### config.mk
export PLATFORM = sky130hd
export DESIGN_NAME = ui_line_rx
export DESIGN_NICKNAME = d
export VERILOG_FILES = /design/src/rtl/ui_pkg.sv /design/src/rtl/ui_line_ram.sv /design/src/rtl/ui_line_rx.sv
export SDC_FILE = /design/constraint.sdc
export NUM_CORES = 1
export LEC_CHECK = 0
export CORE_MARGIN = 2
export CORE_UTILIZATION = 53
export DETAILED_ROUTE_END_ITERATION = 16
export GPL_TIMING_DRIVEN = 0
export PLACE_DENSITY = 0.79
export SLEW_MARGIN = 20
export SYNTH_ARGS = -nofsm -noshare
export SYNTH_HDL_FRONTEND = slang
export SYNTH_HIERARCHICAL = 1
export SYNTH_SLANG_ARGS = --single-unit
export TNS_END_PERCENT = 1
### constraint.sdc
create_clock -name clk -period 3 [get_ports clk]
set_clock_uncertainty 0.15 [all_clocks]
set_input_delay 0.3 -clock clk [delete_from_list [all_inputs] [get_ports clk]]
set_output_delay 0.3 -clock clk [all_outputs]
set_load 0.005 [all_outputs]
### src/rtl/ui_pkg.sv
// rtl/ui_pkg.sv - character constants and state type shared by the UART user interface
package ui_pkg;

   localparam logic [7:0] CHAR_BS        = 8'h08;
   localparam logic [7:0] CHAR_DEL       = 8'h7F;
   localparam logic [7:0] CHAR_CR        = 8'h0D;
   localparam logic [7:0] CHAR_LF        = 8'h0A;
   localparam logic [7:0] CHAR_SP        = 8'h20;
   localparam logic [7:0] CHAR_BEL       = 8'h07;
   localparam logic [7:0] CHAR_PRINT_MIN = 8'h20;
   localparam logic [7:0] CHAR_PRINT_MAX = 8'h7E;

   typedef enum logic [2:0] {
      COLLECT,
      ECHO_SP,
      ECHO_BS2,
      ECHO_LF,
      LINE_RDY
   } line_rx_state_t;

   function automatic logic is_printable(input logic [7:0] c);
      return (c >= CHAR_PRINT_MIN) && (c <= CHAR_PRINT_MAX);
   endfunction

endpackage

### src/rtl/ui_line_ram.sv
// rtl/ui_line_ram.sv - line buffer, one write port and one registered read port
module ui_line_ram #(
   parameter int DEPTH = 64,
   localparam int AW = $clog2(DEPTH + 1),
   localparam int IW = $clog2(DEPTH)
) (
   input  logic          clk,
   input  logic          rst_n,
   input  logic          wr_en,
   input  logic [IW-1:0] wr_addr,
   input  logic [7:0]    wr_data,
   input  logic [AW-1:0] rd_addr,
   output logic [7:0]    rd_data
);

   logic [7:0] mem [DEPTH];

   always_ff @(posedge clk) begin
      if (wr_en) begin
         mem[wr_addr] <= wr_data;
      end
   end

   // Addresses past the array hold the previous read value rather than index out of range.
   always_ff @(posedge clk) begin
      if (!rst_n) begin
         rd_data <= 8'h00;
      end else if (rd_addr < AW'(DEPTH)) begin
         rd_data <= mem[rd_addr[IW-1:0]];
      end
   end

endmodule

### src/rtl/ui_line_rx.sv
// rtl/ui_line_rx.sv - assembles received bytes into an edited command line and echoes them
module ui_line_rx
   import ui_pkg::*;
#(
   parameter int MAX_LINE = 64,
   localparam int LEN_W = $clog2(MAX_LINE + 1),
   localparam int IW = $clog2(MAX_LINE)
) (
   input  logic             clk,
   input  logic             rst_n,
   input  logic [7:0]       rx_data,
   input  logic             rx_data_rdy,
   input  logic             rx_frm_err,
   input  logic             echo_fifo_full,
   output logic             echo_fifo_wr_en,
   output logic [7:0]       echo_fifo_din,
   output logic             line_val,
   output logic [LEN_W-1:0] line_len,
   input  logic [LEN_W-1:0] line_rd_addr,
   output logic [7:0]       line_rd_data,
   input  logic             line_ack,
   output logic             rx_drop
);

   line_rx_state_t   state_q, state_d;
   logic [LEN_W-1:0] len_d;
   logic             echo_want;
   logic [7:0]       echo_byte;
   logic             ram_we;
   logic             drop_d;
   logic             val_d;
   logic             rx_ok;
   logic             is_erase;

   assign rx_ok    = rx_data_rdy && !rx_frm_err;
   assign is_erase = (rx_data == CHAR_BS) || (rx_data == CHAR_DEL);

   always_ff @(posedge clk) begin
      if (!rst_n) begin
         state_q <= COLLECT;
      end else begin
         state_q <= state_d;
      end
   end

   always_comb begin
      state_d = state_q;
      case (state_q)
         COLLECT: begin
            if (rx_ok && is_erase && (line_len != '0)) begin
               state_d = ECHO_SP;
            end else if (rx_ok && (rx_data == CHAR_CR)) begin
               state_d = ECHO_LF;
            end
         end
         ECHO_SP:  state_d = ECHO_BS2;
         ECHO_BS2: state_d = COLLECT;
         ECHO_LF:  state_d = LINE_RDY;
         LINE_RDY: if (line_ack) state_d = COLLECT;
         default:  state_d = COLLECT;
      endcase
   end

   always_comb begin
      echo_want = 1'b0;
      echo_byte = 8'h00;
      len_d     = line_len;
      ram_we    = 1'b0;
      drop_d    = 1'b0;
      val_d     = 1'b0;
      case (state_q)
         COLLECT: begin
            if (rx_data_rdy && rx_frm_err) begin
               drop_d = 1'b1;
            end else if (rx_data_rdy && is_printable(rx_data)) begin
               echo_want = 1'b1;
               if (line_len < LEN_W'(MAX_LINE)) begin
                  ram_we    = 1'b1;
                  len_d     = line_len + LEN_W'(1);
                  echo_byte = rx_data;
               end else begin
                  echo_byte = CHAR_BEL;
               end
            end else if (rx_data_rdy && is_erase && (line_len != '0)) begin
               len_d     = line_len - LEN_W'(1);
               echo_want = 1'b1;
               echo_byte = CHAR_BS;
            end else if (rx_data_rdy && (rx_data == CHAR_CR)) begin
               echo_want = 1'b1;
               echo_byte = CHAR_CR;
            end
         end
         ECHO_SP: begin
            echo_want = 1'b1;
            echo_byte = CHAR_SP;
            drop_d    = rx_data_rdy;
         end
         ECHO_BS2: begin
            echo_want = 1'b1;
            echo_byte = CHAR_BS;
            drop_d    = rx_data_rdy;
         end
         ECHO_LF: begin
            echo_want = 1'b1;
            echo_byte = CHAR_LF;
            drop_d    = rx_data_rdy;
         end
         LINE_RDY: begin
            drop_d = rx_data_rdy;
            if (line_ack) begin
               len_d = '0;
            end else begin
               val_d = 1'b1;
            end
         end
         default: ;
      endcase
   end

   // A full FIFO only suppresses the strobe; the edit and state walk proceed unchanged.
   always_ff @(posedge clk) begin
      if (!rst_n) begin
         echo_fifo_wr_en <= 1'b0;
         echo_fifo_din   <= 8'h00;
         line_val        <= 1'b0;
         line_len        <= '0;
         rx_drop         <= 1'b0;
      end else begin
         echo_fifo_wr_en <= echo_want && !echo_fifo_full;
         if (echo_want) begin
            echo_fifo_din <= echo_byte;
         end
         line_val <= val_d;
         line_len <= len_d;
         rx_drop  <= drop_d;
      end
   end

   ui_line_ram #(.DEPTH(MAX_LINE)) u_ram (
      .clk     (clk),
      .rst_n   (rst_n),
      .wr_en   (ram_we),
      .wr_addr (line_len[IW-1:0]),
      .wr_data (rx_data),
      .rd_addr (line_rd_addr),
      .rd_data (line_rd_data)
   );

endmodule

==> reports/results.txt, run 1 <==
Ys Warns -> 6
fmax -> 348.5 MHz
area leader, netlist -> edfxtp_1
Core ar. -> 39,910 um^2
Nets -> 1,332
Synth Area per Inst -> 18.12 um^2
P per Cell Area -> 625.2 nW/um^2
max cap viols -> 0
clk sink count -> 541
num ports -> 47
RSZ-0062 raised after global routing -> no
RD Place Congestion -> 0.9693
wire per inst -> 27.84 um
final count of hold timing violations -> 0
dominant cells by area after synthesis -> edfxtp_1 71%, mux4_2 5.9%, mux2i_1 3.0%, dfxtp_1 2.7%, a22o_1 1.9%
WL final -> 52,000 um
syn nets -> 1,221
Diodes inserted -> 0
Worst Path Required -> 3.10 ns
top cell type's share of synthesized area -> 0.7126
crit path launch type -> primary input
Fill cells -> 2,714
TritonCTS clock tree -> done
Starting Density -> 0.5405
Worst Hold Margin -> 0.02612 ns
critical-path maximum fanout -> 39
Port Buffer Count -> 42
DRC Markers -> 0
total track usage -> 0.2483
cell area after synthesis -> 21,580 um^2
Synth Register Bits -> 541
Crit Path Class -> in -> reg
commonest non-fill, non-tap cell in the layout -> edfxtp_1
r2r startpoint -> line_len[3]$_SDFFE_PN0P_
worst min path class -> in -> reg
Final ANT Viol Nets -> 0
DIE WIDTH -> 205.8 um
clock buffer depth -> 3
Syn Inst Count -> 1,191
routed vias -> 12,040
clk slew on worst S/H paths -> 0.06 ns
post-synthesis compound-gate area fraction -> 0.06594
crit path from -> rx_data[0]
sequential share of the synthesized area -> 0.7395
Slew @ Worst Pin -> 1.381 ns
Slew HR -> 0.05571
Core Rows -> 73
Initial DRC Count -> 1,538
initial antenna violation count -> 1
global-route wire length before repair -> 75,410 um
number of global-route vias before repair -> 11,850
hold_sp -> rx_data[1]
P_leak -> 7.930 nW
Setup TNS -> 0 ns
layout cell share with drive strength beyond 1 -> 0.2234
final setup fails -> 0
HPWL Detailed -> 32,210 um
drt via density -> 6.446
Crit. End Element -> flop
Synth cell types -> 57
Worst VDD drop -> 0.4174 mV
mux cell area share after synthesis -> 0.1149
total power -> 15.69 mW
fin crit period -> 2.869 ns
simple-gate share of the synthesized area -> 0.05271
max-slew violation count -> 0
final core utilization -> 0.6287
largest net degree at the start of global routing -> 70
Final Cycle Share -> 0.9564
xor/xnor cell area share of the yosys netlist -> 0.002030
adder-cell share of the synthesized area -> 0.005567
level count of the clock H-tree -> 2
1st-pass router iterations -> 5
most frequent cells in the layout -> 512 x edfxtp_1, 65 x mux2i_1, 58 x nor2_4
Chip Height -> 205.8 um
clk_lat worst skew -> 0.59 ns
CTS Buf Count -> 53
largest family of logic cells by synthesized area -> multiplexers
ys flop type -> edfxtp_1
EDFF count, synth -> 512
total grt overflow -> 0
Die ar. -> 42,340 um^2
status -> finished clean
CTS root buf -> clkbuf_16
Area Growth Syn to Fin -> 16.30%
Post-synth ARST share -> 0
critical path arrival -> 2.97 ns
[layer usage]
metal	routed length [um]	track usage
met5	0	0
met1	19910	0.3362
met2	25500	0.4012
met4	2136	0.1015
met3	4450	0.04498
[worst max-delay path, stage by stage]
cell      delay [ns]
clkbuf_4        0.27
buf_12          0.25
nand2_1         0.15
nor2_1          0.06
a21o_1          0.21
buf_4           0.21
inv_1           0.09
ha_1            0.14
and3_4          0.25
nor2b_4         0.33
nand2_4         0.28
nor2_4          0.35
[sequential cells by signal (all words and copies together) (netlist names)]
register and count:
u_ram/mem 512, echo_fifo_din 8, state_q 3, rx_drop 1
line_val 1, u_ram/rd_data 8, line_len 7, echo_fifo_wr_en 1
[logic make-up (layout without fill, tap and decap cells)]
logic type                 after synthesis  count (layout)
buffers and inverters                   77             229
and+or+nand+nor                        219             219
DFF                                    541             541
muxes                                  161             161
adders and majority gates                9               9
AOI/OAI and AO/OA                      179             179
xor gates and xnor gates                 5               5
[Yosys cell counts, types with 16 or more instances]
master       n
a211oi_1    34
dfxtp_1     29
a22o_1      48
mux2_2      32
nor4_1      18
nand2_1     16
clkbuf_1    31
a21oi_1     16
mux2i_1     65
o22ai_1     19
edfxtp_1   512
buf_2       22
nor2_1      81
nor2b_1     38
nand3_1     22
a2111oi_0   32
mux4_2      57
[path summary, 6_finish.rpt]
check        slack (ns)  depth (start not counted)                            end
max                0.13                         12     u_ram/mem[12][2]$_DFFE_PP_
max reg2reg        0.22                          3     u_ram/mem[47][1]$_DFFE_PP_
min                0.03                          1     u_ram/mem[59][1]$_DFFE_PP_
min reg2reg        0.33                          2  echo_fifo_din[5]$_SDFFE_PN0P_
[timing repair]
| item | in CTS | in global routing |
|---|---|---|
| endpoints found under the hold margin | 6 | 1 |
| setup buffers | 2 | 6 |
| resized for setup | 103 | 40 |
| cloned | 0 | 0 |
| pin swaps | 1 | 23 |
| hold buffers | 1 | 1 |
| setup endpoints to repair | 512 | 502 |
[report_power, final]
| group | switching, mW | internal, mW |
|---|---|---|
| registers | 0.0487 | 8.30 |
| clock network | 2.68 | 3.65 |
| logic | 0.641 | 0.377 |
| total | 3.37 | 12.3 |
[through the flow]
stage                     setup WS [ns]  area (um^2)  std cells
after floorplan                  0.2914        21580       1191
after global placement           -3.276        22650       1758
after detailed placement         -1.283        22730       1762
after CTS                       -0.4630        24780       1861
after global routing            0.06480        25090       1868
final                            0.1308        25090       1868
[final cells by class]
type / instances / area [um^2] / share of cell area
flip-flops and latches: 541 / 15960 / 0.6359
well taps: 525 / 656.9 / 0.02618
multi-input cells: 573 / 5739 / 0.2287
repair buffers: 56 / 673.1 / 0.02683
clock buffers: 72 / 1460 / 0.05819
inverters: 6 / 22.52 / 0.0008975
plain buffers: 71 / 395.4 / 0.01576
clock inverters: 24 / 190.2 / 0.007579
Note: power is estimated with default switching activity, not from simulation.
==> run 2, diff against run 1 <==
- HOLD_SLACK_MARGIN: not set -> 0.06
==> run 2 against run 1 <==
Final area hardly changed. Register-to-register slack is essentially flat. Die area unchanged.
==> reports/results.txt, run 2 (synthesis results as in run 1) <==
status -> finished clean (unchanged)
Diodes inserted -> 0 (unchanged)
largest net degree at the start of global routing -> 70 (unchanged)
Core Rows -> 73 (unchanged)
crit path launch type -> primary input (unchanged)
RD Place Congestion -> 0.9693 (unchanged)
final setup fails -> 0 (unchanged)
initial antenna violation count -> 1 (unchanged)
CTS root buf -> clkbuf_16 (unchanged)
Crit. End Element -> flop (unchanged)
Final ANT Viol Nets -> 0 (unchanged)
fin crit period -> 2.869 ns (about the same)
Starting Density -> 0.5405 (unchanged)
Nets -> 1,335 (was 1,332)
fmax -> 348.6 MHz (was 348.5 MHz)
Largest register FFs -> 512 (unchanged)
Crit Path Class -> in -> reg (unchanged)
level count of the clock H-tree -> 2 (unchanged)
CTS Buf Count -> 53 (unchanged)
clk slew on worst S/H paths -> 0.06 ns (about the same)
num ports -> 47 (unchanged)
1st-pass router iterations -> 5 (unchanged)
drt via density -> 6.412 (was 6.446)
Initial DRC Count -> 1,343 (was 1,538)
Worst Hold Margin -> 0.03058 ns (was 0.02612 ns)
Chip Height -> 205.8 um (unchanged)
Worst Path Required -> 3.10 ns (about the same)
critical-path maximum fanout -> 39 (unchanged)
total track usage -> 0.2497 (was 0.2483)
max-slew violation count -> 0 (unchanged)
most flop-heavy register -> u_ram/mem (unchanged)
max cap viols -> 0 (unchanged)
Die ar. -> 42,340 um^2 (unchanged)
P_leak -> 7.942 nW (was 7.930 nW)
wire per inst -> 28.04 um (was 27.84 um)
reg2reg setup slack -> 0.21 ns (was 0.22 ns)
total grt overflow -> 0 (unchanged)
met2 Use GR -> 0.4036 (was 0.4012)
global-route wire length before repair -> 75,750 um (was 75,410 um)
final core utilization -> 0.6293 (was 0.6287)
Slew @ Worst Pin -> 1.319 ns (was 1.381 ns)
Setup WS post-layout -> 0.1311 ns (was 0.1308 ns)
commonest non-fill, non-tap cell in the layout -> edfxtp_1 (unchanged)
clk sink count -> 541 (unchanged)
DIE WIDTH -> 205.8 um (unchanged)
Slew HR -> 0.09788 (was 0.05571)
clk_lat worst skew -> 0.59 ns (about the same)
Setup Slack @ Placement -> -1.283 ns (unchanged)
most frequent cells in the layout -> 512 x edfxtp_1, 65 x mux2i_1, 58 x nor2_4 (unchanged)
largest registers -> u_ram/mem (512), echo_fifo_din (8), u_ram/rd_data (8) (unchanged)
worst min path class -> in -> reg (unchanged)
grt met3 use -> 0.04355 (was 0.04498)
HPWL Detailed -> 32,210 um (unchanged)
number of global-route vias before repair -> 11,880 (was 11,850)
Port Buffer Count -> 42 (unchanged)
clock buffer depth -> 3 (unchanged)
Core ar. -> 39,910 um^2 (unchanged)
routed vias -> 12,000 (was 12,040)
met1 GRT Util -> 0.3368 (was 0.3362)
global-route layer with the greatest usage -> met2 (unchanged)
Final Cycle Share -> 0.9563 (was 0.9564)
layout cell share with drive strength beyond 1 -> 0.2236 (was 0.2234)
final count of hold timing violations -> 0 (unchanged)
TritonCTS clock tree -> done (unchanged)
WL final -> 52,470 um (was 52,000 um)
RSZ-0062 raised after global routing -> no (unchanged)
Area Growth Syn to Fin -> 16.42% (was 16.30%)
DRC Markers -> 0 (unchanged)
critical path arrival -> 2.97 ns (about the same)
P per Cell Area -> 625.5 nW/um^2 (was 625.2 nW/um^2)
Worst VDD drop -> 0.4174 mV (about the same)
## run 2: per-stage QoR
| step | area (um^2) | power [mW] | setup TNS [ns] | std cells |
|---|---|---|---|---|
| finish | 25120 | 15.71 | 0 | 1871 |
| global placement | 22650 | 9.435 | -1738.17 | 1758 |
| CTS | 24810 | 15.74 | -94.91 | 1864 |
| detailed placement | 22730 | 9.452 | -533.87 | 1762 |
| global route | 25120 | 16.12 | 0 | 1871 |
| floorplan | 21580 | 9.012 | 0 | 1191 |
## run 2: path summary, 6_finish.rpt
path                            cells after the start                          start                       endpoint
worst min-delay path                                1                     rx_data[1]     u_ram/mem[59][1]$_DFFE_PP_
worst max register to register                      3       line_len[3]$_SDFFE_PN0P_     u_ram/mem[47][1]$_DFFE_PP_
worst min register to register                      2  echo_fifo_din[5]$_SDFFE_PN0P_  echo_fifo_din[5]$_SDFFE_PN0P_
worst max-delay path                               12                     rx_data[0]     u_ram/mem[52][4]$_DFFE_PP_
## run 2: routing by layer
layer | wire length [um] | up-vias
met5 | 0 | -
met4 | 2193 | 0
met3 | 4954 | 131
met2 | 25760 | 655
met1 | 19560 | 6087
li1 | - | 5124
## run 2: cell type report
type	instances	area, um^2
multi-input cells	573	5739
fillers	2712	14800
repair buffers	59	698.2
clock buffers	72	1460
plain buffers	71	395.4
clock inverters	24	190.2
inverters	6	22.52
well taps	525	656.9
flip-flops and latches	541	15960
## run 2: report_power, final
group / switching, mW / total, mW / internal (mW)
registers: 0.0491 / 8.35 / 8.30
logic: 0.644 / 1.02 / 0.379
clock network: 2.69 / 6.34 / 3.65
total: 3.39 / 15.7 / 12.3
## run 2: timing repair
item / 4_1_cts / 5_1_grt
buffers inserted: 2 / 6
endpoints found under the hold margin: 42 / 1
hold buffers: 4 / 1
pin swaps: 1 / 23
endpoints found under the setup margin: 512 / 502
gates resized for setup: 103 / 40
## run 2: worst max-delay path, stage by stage
cell and delay, ns:
clkbuf_4 0.27, buf_12 0.25, nand2_1 0.14, nor2_1 0.06
a21o_1 0.21, buf_4 0.21, inv_1 0.09, ha_1 0.15
and3_4 0.25, nor2b_4 0.33, nand2_4 0.28, nor2_4 0.35
==> run 3, diff against run 2 <==
- CORE_UTILIZATION: 53 -> 56
- GPL_ROUTABILITY_DRIVEN: not set -> 0
- PLACE_DENSITY: 0.79 -> 0.82
==> run 3 against run 2 <==
Combinational power about the same. Clock power up 0.9%. Sequential share of layout area down 0.066 points. Critical path depth up 3. Register-to-register slack worse by 0.06 ns. Die area down 5.3%. Setup slack worse by 0.039 ns. Maximum frequency down 1.3%. Core utilization up 3.5 points. Largest power group unchanged.
==> reports/results.txt, run 3 (synthesis results as in run 1) <==
final core utilization -> 0.6644 (was 0.6293)
layout cell share with drive strength beyond 1 -> 0.2320 (was 0.2236)
1st-pass router iterations -> 6 (was 5)
clock buffer depth -> 3 (unchanged)
fin area -> 25,140 um^2 (was 25,120 um^2)
Placed Cells -> 1,749 (was 1,762)
DIE WIDTH -> 200.3 um (was 205.8 um)
Slew HR -> 0.1076 (was 0.09788)
Core Rows -> 71 (was 73)
Chip Height -> 200.3 um (was 205.8 um)
Cell Area, Placed -> 22,720 um^2 (was 22,730 um^2)
DRC Markers -> 0 (unchanged)
P per Cell Area -> 627.6 nW/um^2 (was 625.5 nW/um^2)
max cap viols -> 0 (unchanged)
CTS root buf -> clkbuf_16 (unchanged)
Worst VDD drop -> 0.4695 mV (was 0.4174 mV)
worst-case reg-to-reg path depth -> 3 (unchanged)
worst r2r dst -> u_ram/mem[63][7]$_DFFE_PP_ (was u_ram/mem[47][1]$_DFFE_PP_)
Crit. End Element -> flop (unchanged)
critical-path maximum fanout -> 37 (was 39)
worst min path class -> in -> reg (unchanged)
Die ar. -> 40,110 um^2 (was 42,340 um^2)
clk sink count -> 541 (unchanged)
Setup WS post-layout -> 0.09202 ns (was 0.1311 ns)
reg2reg setup slack -> 0.15 ns (was 0.21 ns)
r2r startpoint -> line_len[4]$_SDFFE_PN0P_ (was line_len[3]$_SDFFE_PN0P_)
Final Cycle Share -> 0.9693 (was 0.9563)
Core ar. -> 37,840 um^2 (was 39,910 um^2)
max-slew violation count -> 0 (unchanged)
clk slew on worst S/H paths -> 0.06 ns (about the same)
Area Growth Syn to Fin -> 16.54% (was 16.42%)
most frequent cells in the layout -> 512 x edfxtp_1, 65 x mux2i_1, 58 x nor2_4 (unchanged)
Crit Path Class -> in -> reg (unchanged)
critical path arrival -> 3.05 ns (was 2.97 ns)
Largest register FFs -> 512 (unchanged)
routed vias -> 12,350 (was 12,000)
Diodes inserted -> 0 (unchanged)
level count of the clock H-tree -> 2 (unchanged)
total grt overflow -> 0 (unchanged)
Port Buffer Count -> 42 (unchanged)
Post-Layout Cell Count -> 1,860 (was 1,871)
wire per inst -> 28.02 um (was 28.04 um)
CP Capture Point -> u_ram/mem[38][3]$_DFFE_PP_ (was u_ram/mem[52][4]$_DFFE_PP_)
CTS Buf Count -> 51 (was 53)
commonest non-fill, non-tap cell in the layout -> edfxtp_1 (unchanged)
most flop-heavy register -> u_ram/mem (unchanged)
drt via density -> 6.641 (was 6.412)
fmax -> 343.9 MHz (was 348.6 MHz)
total power -> 15.78 mW (was 15.71 mW)
total track usage -> 0.2554 (was 0.2497)
Nets -> 1,336 (was 1,335)
Final ANT Viol Nets -> 0 (unchanged)
global-route wire length before repair -> 76,400 um (was 75,750 um)
P_leak -> 7.953 nW (was 7.942 nW)
WL final -> 52,110 um (was 52,470 um)
status -> finished clean (unchanged)
largest registers -> u_ram/mem (512), echo_fifo_din (8), u_ram/rd_data (8) (unchanged)
crit path from -> rx_data[0] (unchanged)
Initial DRC Count -> 1,321 (was 1,343)
Starting Density -> 0.5701 (was 0.5405)
num ports -> 47 (unchanged)
final setup fails -> 0 (unchanged)
TritonCTS clock tree -> done (unchanged)
number of global-route vias before repair -> 12,320 (was 11,880)
final count of hold timing violations -> 0 (unchanged)
Setup Slack @ Placement -> -1.188 ns (was -1.283 ns)
clk_lat worst skew -> 0.59 ns (about the same)
crit path launch type -> primary input (unchanged)
initial antenna violation count -> 1 (unchanged)
Worst Path Required -> 3.15 ns (was 3.10 ns)
HPWL Detailed -> 32,230 um (was 32,210 um)
largest net degree at the start of global routing -> 70 (unchanged)
fin crit period -> 2.908 ns (was 2.869 ns)
Slew @ Worst Pin -> 1.305 ns (was 1.319 ns)
run 3: layout make-up:
| cell class | instances | area [um^2] |
|---|---|---|
| Sequential cell | 541 | 15960 |
| Multi-Input combinational cell | 573 | 5752 |
| Tap cell | 511 | 639.4 |
| Clock inverter | 34 | 292.8 |
| Buffer | 71 | 395.4 |
| Clock buffer | 62 | 1370 |
| Timing Repair Buffer | 62 | 716.9 |
| Inverter | 6 | 22.52 |
| Fill cell | 2412 | 12700 |
run 3: worst min path at each step:
stage                                   from                            end  slack, ns  cells after the start
2_1_floorplan                 echo_fifo_full     echo_fifo_wr_en$_SDFF_PN0_       0.23                      1
3_3_place_gp   echo_fifo_din[5]$_SDFFE_PN0P_  echo_fifo_din[5]$_SDFFE_PN0P_       0.32                      2
3_5_place_dp   echo_fifo_din[5]$_SDFFE_PN0P_  echo_fifo_din[5]$_SDFFE_PN0P_       0.32                      2
4_1_cts                           rx_data[7]      u_ram/mem[2][7]$_DFFE_PP_       0.08                      2
5_1_grt                           rx_data[1]      u_ram/mem[3][1]$_DFFE_PP_       0.05                      1
6_report                          rx_data[2]     u_ram/mem[45][2]$_DFFE_PP_       0.03                      1
run 3: power breakdown:
part | internal [mW] | switching, mW | total (mW) | leakage [nW]
sequential | 8.29 | 0.0493 | 8.34 | 4.84
clock | 3.62 | 2.78 | 6.40 | 0.811
combinational | 0.383 | 0.651 | 1.03 | 2.30
run 3: routing by layer:
metal  vias to the layer above  routed length (um)  global-route usage
met1                      6297               18890              0.3339
met4                         2                2339              0.1159
met5                         -                  14                   0
met3                       163                5706             0.06297
met2                       779               25160              0.4095
li1                       5111                   -                   -
run 3: timing repair:
action | in CTS | in global routing
resized for setup | 69 | 77
endpoints found under the setup margin | 512 | 510
hold buffers | 4 | 1
endpoints found under the hold margin | 53 | 1
buffers inserted | 3 | 7
pin swaps | 1 | 7
run 3: per-stage QoR:
stage	hold WS (ns)	TNS, ns
floorplan	0.2293	0
global placement	0.3206	-1625.21
detailed placement	0.3182	-495.95
CTS	0.07828	-107.32
global route	0.04772	-1.171
finish	0.03116	0
run 3: worst max-delay path, cell delays in order:
cell,delay [ns]
clkbuf_4,0.30
buf_12,0.27
nand2_1,0.14
nor2_1,0.06
a21o_1,0.21
buf_4,0.21
inv_1,0.09
ha_1,0.16
and3_4,0.26
nor2b_4,0.27
buf_4,0.17
nand3_4,0.08
buf_12,0.19
nor2_4,0.14
buf_12,0.16
